$ cat config.mk
export PLATFORM = sky130hd
export DESIGN_NAME = window_extract
export DESIGN_NICKNAME = d
export VERILOG_FILES = /design/src/rtl/window_extract.sv
export SDC_FILE = /design/constraint.sdc
export NUM_CORES = 1
export LEC_CHECK = 0
export ABC_AREA = 1
export CORE_AREA = 2 2 291 293
export CTS_CLUSTER_SIZE = 24
export DETAILED_ROUTE_END_ITERATION = 16
export DIE_AREA = 0 0 293 295
export SYNTH_ARGS = -nofsm -noshare
export SYNTH_HDL_FRONTEND = slang
export SYNTH_SLANG_ARGS = --single-unit
$ cat constraint.sdc
create_clock -name clk -period 5 [get_ports clk]
set_input_delay 0.5 -clock clk [delete_from_list [all_inputs] [get_ports clk]]
set_output_delay 0.5 -clock clk [all_outputs]
set_load 0.005 [all_outputs]
$ cat src/rtl/window_extract.sv
// Copies a WIN_H x WIN_W window at a signed origin out of the cell grid into a registered frame.
// Define WINDOW_EXTRACT_ROW_MODE_EN to fetch a whole window row per clock instead of one cell.
module window_extract #(
    parameter int GRID_ROWS = 22,
    parameter int GRID_COLS = 10,
    parameter int CELL_W    = 3,
    parameter int WIN_H     = 5,
    parameter int WIN_W     = 5,
    parameter logic [CELL_W-1:0] FILL_VAL = '0,
    parameter int ORG_W     = 6
) (
    input  logic                                    clk,
    input  logic                                    rst_n,
    input  logic [GRID_ROWS*GRID_COLS*CELL_W-1:0]   c_grid,
    input  logic signed [ORG_W-1:0]                 row_org,
    input  logic signed [ORG_W-1:0]                 col_org,
    input  logic                                    start,
    output logic                                    busy,
    output logic                                    done,
    output logic [WIN_H*WIN_W*CELL_W-1:0]           c_frame,
    output logic                                    oob,
    output logic [$clog2(WIN_H*WIN_W+1)-1:0]        occ_cnt
);

    localparam int NCELL = WIN_H * WIN_W;
    localparam int CNT_W = $clog2(NCELL + 1);
    localparam int IW    = (WIN_H > 1) ? $clog2(WIN_H) : 1;
    localparam int JW    = (WIN_W > 1) ? $clog2(WIN_W) : 1;
    localparam int RW    = (GRID_ROWS > 1) ? $clog2(GRID_ROWS) : 1;
    localparam int CIW   = (GRID_COLS > 1) ? $clog2(GRID_COLS) : 1;
    localparam logic signed [ORG_W:0] ROWS_S = (ORG_W+1)'(GRID_ROWS);
    localparam logic signed [ORG_W:0] COLS_S = (ORG_W+1)'(GRID_COLS);

    typedef enum logic [1:0] {IDLE, SCAN, DONE} state_t;

    state_t                                   state_q;
    logic [IW-1:0]                            i_q;
`ifndef WINDOW_EXTRACT_ROW_MODE_EN
    logic [JW-1:0]                            j_q;
`endif
    logic signed [ORG_W-1:0]                  rowOrg_q;
    logic signed [ORG_W-1:0]                  colOrg_q;
    logic [WIN_H-1:0][WIN_W-1:0][CELL_W-1:0]  frame_q;
    logic                                     oob_q;
    logic [CNT_W-1:0]                         occ_q;
    logic                                     busy_q;
    logic                                     done_q;

    logic [GRID_ROWS-1:0][GRID_COLS-1:0][CELL_W-1:0] gridView;
    logic signed [ORG_W:0]                    rowSum;
    logic signed [ORG_W:0]                    colSum;
    logic                                     rowIn;
    logic [WIN_W-1:0][CELL_W-1:0]             rowCells;
    logic [WIN_W-1:0]                         rowOut;
    logic [WIN_W-1:0]                         rowHit;
    logic                                     stepOob;
    logic [CNT_W-1:0]                         stepCnt;
    logic                                     lastStep;
    logic                                     oob_d;
    logic [CNT_W-1:0]                         occ_d;

    assign gridView = c_grid;

    // Fetch every cell of the current window row; the sums are one bit wider than the origin
    // so a negative origin plus an index never wraps into a valid grid coordinate.
    always_comb begin
        rowSum   = (ORG_W+1)'(rowOrg_q) + (ORG_W+1)'(i_q);
        rowIn    = !rowSum[ORG_W] && (rowSum < ROWS_S);
        colSum   = '0;
        rowCells = '0;
        rowOut   = '0;
        rowHit   = '0;
        for (int jj = 0; jj < WIN_W; jj++) begin
            colSum = (ORG_W+1)'(colOrg_q) + (ORG_W+1)'(jj);
            if (rowIn && !colSum[ORG_W] && (colSum < COLS_S)) begin
                rowCells[jj] = gridView[rowSum[RW-1:0]][colSum[CIW-1:0]];
                rowHit[jj]   = (rowCells[jj] != '0);
            end else begin
                rowCells[jj] = FILL_VAL;
                rowOut[jj]   = 1'b1;
            end
        end
    end

    always_comb begin
        stepCnt = '0;
`ifdef WINDOW_EXTRACT_ROW_MODE_EN
        stepOob = |rowOut;
        for (int jj = 0; jj < WIN_W; jj++) begin
            stepCnt = stepCnt + CNT_W'(rowHit[jj]);
        end
        lastStep = (i_q == IW'(WIN_H - 1));
`else
        stepOob  = rowOut[j_q];
        stepCnt  = CNT_W'(rowHit[j_q]);
        lastStep = (i_q == IW'(WIN_H - 1)) && (j_q == JW'(WIN_W - 1));
`endif
        oob_d = oob_q | stepOob;
        occ_d = occ_q + stepCnt;
    end

    // IDLE and DONE both accept a request, which gives back-to-back scans through DONE.
    always_ff @(posedge clk) begin
        if (!rst_n) begin
            state_q  <= IDLE;
            i_q      <= '0;
`ifndef WINDOW_EXTRACT_ROW_MODE_EN
            j_q      <= '0;
`endif
            rowOrg_q <= '0;
            colOrg_q <= '0;
            frame_q  <= '0;
            oob_q    <= 1'b0;
            occ_q    <= '0;
            busy_q   <= 1'b0;
            done_q   <= 1'b0;
        end else begin
            done_q <= 1'b0;
            case (state_q)
                SCAN: begin
`ifdef WINDOW_EXTRACT_ROW_MODE_EN
                    frame_q[i_q] <= rowCells;
                    i_q          <= i_q + IW'(1);
`else
                    frame_q[i_q][j_q] <= rowCells[j_q];
                    if (j_q == JW'(WIN_W - 1)) begin
                        j_q <= '0;
                        i_q <= i_q + IW'(1);
                    end else begin
                        j_q <= j_q + JW'(1);
                    end
`endif
                    oob_q <= oob_d;
                    occ_q <= occ_d;
                    if (lastStep) begin
                        state_q <= DONE;
                        busy_q  <= 1'b0;
                        done_q  <= 1'b1;
                        i_q     <= '0;
`ifndef WINDOW_EXTRACT_ROW_MODE_EN
                        j_q     <= '0;
`endif
                    end
                end
                default: begin
                    if (start) begin
                        state_q  <= SCAN;
                        busy_q   <= 1'b1;
                        rowOrg_q <= row_org;
                        colOrg_q <= col_org;
                        oob_q    <= 1'b0;
                        occ_q    <= '0;
                        i_q      <= '0;
`ifndef WINDOW_EXTRACT_ROW_MODE_EN
                        j_q      <= '0;
`endif
                    end else begin
                        state_q <= IDLE;
                    end
                end
            endcase
        end
    end

    assign busy    = busy_q;
    assign done    = done_q;
    assign c_frame = frame_q;
    assign oob     = oob_q;
    assign occ_cnt = occ_q;

endmodule
Yosys cells after proc, flatten, opt, wreduce, memory -nomap -nowiden
Index checks and enable logic that the tools add are counted.

Bits in registers: 103. Input port bits: 675. Word-level logic and storage cells: 151. Output and inout port bits: 83.

Reductions and logical operators: 30. Eq/ne operators: 5. Bitwise logic cells: 2. Order comparisons: 16. Mux-type cells: 56. Add/subtract/negate cells: 8.

Operator list (number): 30-bit binary-select mux with 5-bit select (1); 75-bit bitwise mux (1); 3-bit binary-select mux with 4-bit select (5); 3-bit 2-to-1 mux (19); 15-bit demux with 3-bit select (1); 30-bit 2-to-1 mux (1); 7-bit by 5-bit less-than comparator with 1-bit output, second input constant (4); 4-bit by 5-bit less-than comparator with 1-bit output, second input constant (5); 1-bit 2-to-1 mux (19); 15-bit 2-to-1 mux (1); 3-bit nonzero test (5); 6-bit by 3-bit adder with 7-bit output, second input constant (2); 1-bit logical AND (14); 5-bit 2-to-1 mux (2); 3-bit binary-select mux with 3-bit select (1); 3-bit demux with 3-bit select (1); 3-bit by 4-bit less-than comparator with 1-bit output, second input constant (2); 2-bit AND reduction (4); 6-bit by 2-bit adder with 7-bit output, second input constant (1); 6-bit by 4-bit adder with 7-bit output (1); 6-bit by 4-bit adder with 7-bit output, second input constant (1); 7-bit by 6-bit less-than comparator with 1-bit output, second input constant (1); 3-bit by 1-bit adder with 3-bit output, second input constant (2); 1-bit binary-select mux with 3-bit select (2); 13 further kinds (21).

Longest topological paths before layout
Word-level depth: 11. Gate-level depth with buffers: 31. Mapped depth without buffers: 28.

Worst setup path after synthesis
No wires, ideal clock.

Kind: reg-to-reg. Start point: register colOrg_q[1]. End point: register occ_q[4] (netlist: occ_cnt[4]). Library setup time: 86 ps. Setup slack: 1383 ps. Buffers on the path: 3. Period minus slack after synthesis: 3617 ps. Data arrival time: 3531 ps. Required time: 4914 ps. Cell stages (with the launch flop): 20. Path through: dfxtp_1 > clkbuf_1 > inv_1 > clkbuf_1 > ha_1 > clkbuf_1 > inv_1 > nor2_1 > inv_1 > a2111oi_2 > o31ai_1 > nor2_1 > nand2_1 > nor2_1 > ha_1 > ha_1 > nand2_1 > nor3_1 > a21oi_1 > a211oi_1.

Word-level cells in the longest chain between the ends: 9. Elaborated cells on any way between the ends: 46. Those cells by class: add/sub (5); order compare (5); mux (18); reduce/logical (18).

Ends and longest elaborated chain: start, declared (RTL line 42) `logic signed [ORG_W-1:0] colOrg_q;`; start signal, assigned (RTL line 150) `colOrg_q <= col_org;`; 6-bit by 2-bit adder with 7-bit output, or another cell as far along (RTL line 74) `colSum = (ORG_W+1)'(colOrg_q) + (ORG_W+1)'(jj);`; 3-bit binary-select mux with 4-bit select / 1-bit zero test (equally long branches) (RTL line 76, 75); 3-bit 2-to-1 mux (not written as such) / 1-bit logical AND (equally long branches) (RTL line 76, 75); 3-bit nonzero test / 1-bit logical AND (equally long branches) (RTL line 77, 75); 1-bit 2-to-1 mux (RTL line 75) `if (rowIn && !colSum[ORG_W] && (colSum < COLS_S)) begin`; 1-bit binary-select mux with 3-bit select * (RTL line 95) `stepCnt = CNT_W'(rowHit[j_q]);`; 1-bit 2-to-1 mux (not written as such) * (RTL line 95); 5-bit by 1-bit adder with 5-bit output * (RTL line 99) `occ_d = occ_q + stepCnt;`; 5-bit 2-to-1 mux * (RTL line 119) `case (state_q)`; end signal, assigned (RTL line 114) `occ_q <= '0;`; end signal, assigned (RTL line 134) `occ_q <= occ_d;`; end signal, assigned (RTL line 152) `occ_q <= '0;`; end, declared (RTL line 45) `logic [CNT_W-1:0] occ_q;`.

Mark *: on every way between the ends. The rest lies on a longest branch, timed or not. The select of a mux whose other input is x is not followed. A chain may end at the register's enable or synchronous reset.

Worst setup path in the final report
Start point: register i_q[0]. End point: register occ_q[4] (netlist: occ_cnt[4]).

Word-level cells in the longest chain between the ends: 11. Elaborated cells on any way between the ends: 40. Those cells by class: add/sub (2); order compare (1); mux (20); reduce/logical (17).

Ends and longest elaborated chain: start, declared (RTL line 37) `logic [IW-1:0] i_q;`; start signal, assigned (RTL line 128) `i_q <= i_q + IW'(1);`; 6-bit by 4-bit adder with 7-bit output * (RTL line 67) `rowSum = (ORG_W+1)'(rowOrg_q) + (ORG_W+1)'(i_q);`; 30-bit binary-select mux with 5-bit select (RTL line 76) `rowCells[jj] = gridView[rowSum[RW-1:0]][colSum[CIW-1:0]];`; 30-bit 2-to-1 mux (not written as such) (RTL line 76); 3-bit binary-select mux with 4-bit select (RTL line 76); 3-bit 2-to-1 mux (not written as such) (RTL line 76); 3-bit nonzero test (RTL line 77) `rowHit[jj] = (rowCells[jj] != '0);`; 1-bit 2-to-1 mux (RTL line 75); 1-bit binary-select mux with 3-bit select * (RTL line 95); 1-bit 2-to-1 mux (not written as such) * (RTL line 95); 5-bit by 1-bit adder with 5-bit output * (RTL line 99); 5-bit 2-to-1 mux * (RTL line 119).

Marks and branches as above.

==> results.py <==
metrics = {
    "status": {
        "outcome": "finished clean",
    },
    "timing": {
        "layout_worst_path_cycle_share_pct": 92.6,
        "fmax_mhz": 216,
        "tns_ps": 0,
        "setup_viol": 0,
        "tightest_slew_ps": 839,
        "clock_skew_ps": 15.1,
        "final_hold_viol_count": 0,
        "rsz0062_at_grt": "no",
        "fin_crit_ps": 4630,
        "layout_setup_ws_ps": 371,
        "slew_headroom_pct": 42.5,
        "final_max_slew_viol_count": 0,
    },
    "route": {
        "num_vias": 18716,
        "drt-total-wl_mm": 89.1,
        "drt-pass1-iter-count": 5,
        "viasPerCell": 4.45,
        "route.detailed.drc": 0,
        "drt_iter0_markers": 1513,
        "wl_per_cell_microns": 21.2,
        "drtAntennaViolNets": 0,
    },
    "yosys": {
        "synth.area.top_cells": "nand2_1, nand3_1, dfxtp_1",
        "synthesis.nets": 3132,
        "synth_top_area_share_pct": 25.9,
        "synth.top_cells.by_count": "nand2_1, nand3_1, nor2_1",
        "postSynthCellCount": 2439,
        "yosysWarnings": 0,
        "syn_area_sq_um": 12500,
        "yosysMostFrequentCell": "nand2_1",
        "synth_ff_type": "dfxtp_1",
        "synth.avg_cell_area_sq_um": 5.14,
        "ys_ff_latch": 103,
        "synth-edff-count": 0,
        "yosysSeqAreaShare_pct": 16.4,
        "async_reset_ff_share_pct": 0,
        "synth_cell_type_count": 42,
        "yosysTopAreaCell": "nand2_1",
    },
    "cells_and_area": {
        "nNetsFinal": 3800,
        "post-route-util_pct": 26.1,
        "drive_gt1_share_pct": 3.47,
        "syn2layout_area_growth_pct": 73.2,
        "finalInstanceArea_sq_um": 21700,
    },
    "min_path": {
        "hold_path.class": "reg2reg",
    },
    "die": {
        "initial_core_util_pct": 15.1,
        "die_y_microns": 295,
        "die_x_microns": 293,
        "rows": 106,
        "core_sq_um": 83200,
        "ios": 758,
        "die_area_sq_um": 86400,
    },
    "run": {
        "cap_violations": 0,
    },
    "worst_setup_path": {
        "crit_slowest_cell": "fa_4",
        "cp_common_cell": "nand2_1",
        "critPathMaxFanout": 20,
        "end_kind": "flip-flop",
        "start_kind": "flip-flop",
        "arrival_ps": 4890,
        "required_ps": 5260,
        "slowest_delay_ps": 950,
        "criticalPathCategory": "reg2reg",
    },
    "global_routing": {
        "grt_max_degree": 154,
        "grt.total_usage_pct": 19.3,
        "grt_overflow_total": 0,
        "grt_pass1_vias": 17878,
        "antenna_found_initial": 35,
        "grt_pass1_wl_mm": 123,
    },
    "power": {
        "leakagePower_nw": 9.43,
        "ir_drop_uv": 149,
        "power_density_nw_per_um2": 202,
    },
    "clock_tree": {
        "clock_sinks": 103,
        "cts_tree": "done",
        "numCtsBuffers": 9,
        "cts_max_path_buffers": 2,
        "clk_latency_ps": 360,
        "clk_pin_slew_ps": 70,
        "ctsRootBufferMaster": "clkbuf_16",
        "htreeDepth": 3,
    },
    "placement": {
        "place_ws_ps": 308,
        "place_area_sq_um": 21200,
        "port_buffers": 757,
        "gp_congestion": 0.957,
        "dpl.hpwl_mm": 72.0,
    },
}
[cell usage in the layout, fill, tap and decap left out, types with 4 or more instances in the layout]
cell and instances:
nor3_1 10, a21boi_1 4, clkbuf_16 12, nand2_1 862, nor2_1 277, o21ai_1 22
buf_4 53, buf_12 8, nand3_2 7, nand3_1 552, o22ai_1 5, a21oi_1 33
o21ai_0 132, dfxtp_1 103, mux2i_1 30, clkdlybuf4s50_1 756, inv_1 169, nand4_1 4
diode_2 13, ha_1 16
[power breakdown]
part | total [W] | internal [W] | switching, W
sequential | 0.000856 | 0.000838 | 0.0000182
clock | 0.000683 | 0.000343 | 0.000339
combinational | 0.00284 | 0.00114 | 0.00170
total | 0.00438 | 0.00232 | 0.00206
[worst max-delay path: cells and delay by family (launching register included)]
kind | cells | cell delay (ps)
adder cells (fa/ha/maj) | 4 | 1480
buffers and inverters | 4 | 460
flip-flops | 1 | 340
AND/OR/NAND/NOR | 19 | 1970
AO/OA/AOI/OAI | 2 | 270
[cells by family after synthesis]
family,count (synthesis),share of synthesized area (%)
xor gates and xnor gates,4,0.279
DFF,103,16.4
and+or+nand+nor,1721,57.5
adders and majority gates,18,1.85
buffers and inverters,346,12.3
AOI/OAI and AO/OA,217,9.30
muxes,30,2.39
[registers in the layout, indices dropped and copies added, names as in the netlist]
signal and count:
busy 1, c_frame 75, colOrg_q 6, done 1, i_q 3, j_q 3
occ_cnt 5, oob 1, rowOrg_q 6, state_q 2
[through the flow]
stage | std cells | power [W] | hold WS [ps]
2_1_floorplan | 2439 | 0.00233 | 461
3_3_place_gp | 4169 | 0.00368 | 477
3_5_place_dp | 4169 | 0.00368 | 479
4_1_cts | 4184 | 0.00438 | 508
5_1_grt | 4195 | 0.00470 | 533
6_report | 4204 | 0.00438 | 506
[routing by layer]
| metal | vias up | part of all wire, % | track usage, % |
|---|---|---|---|
| li1 | 9238 | - | - |
| met1 | 8638 | 42 | 24.5 |
| met2 | 713 | 48 | 33.2 |
| met3 | 99 | 7.9 | 4.31 |
| met4 | 28 | 2.1 | 4.43 |
| met5 | - | 0.21 | 0 |
[final cells by class]
cell class	count	area, sq um
fill	9445	61400
multi-input combinational	1990	9010
timing repair buffer	826	8310
sequential	103	2060
tap	1080	1350
inverter	177	684
clock buffer	9	225
clock inverter	6	52.6
antenna	13	32.5
[timing repair]
item / in CTS / in global routing
setup endpoints to repair: 0 / 1
hold buffers: 0 / 0
setup buffers: 0 / 4
resized for setup: 0 / 12
[path summary, 6_finish.rpt]
check / start / endpoint / slack (ps) / cells past startpoint
setup / recovery: i_q[0]$_SDFFE_PN0P_ / occ_cnt[4]$_SDFFE_PN0P_ / 370 / 29
hold / removal: busy$_SDFFE_PN0P_ / busy$_SDFFE_PN0P_ / 510 / 2
setup reg to reg: i_q[0]$_SDFFE_PN0P_ / occ_cnt[4]$_SDFFE_PN0P_ / 370 / 29
hold reg to reg: busy$_SDFFE_PN0P_ / busy$_SDFFE_PN0P_ / 510 / 2
Power figures use the tool's default switching activity.
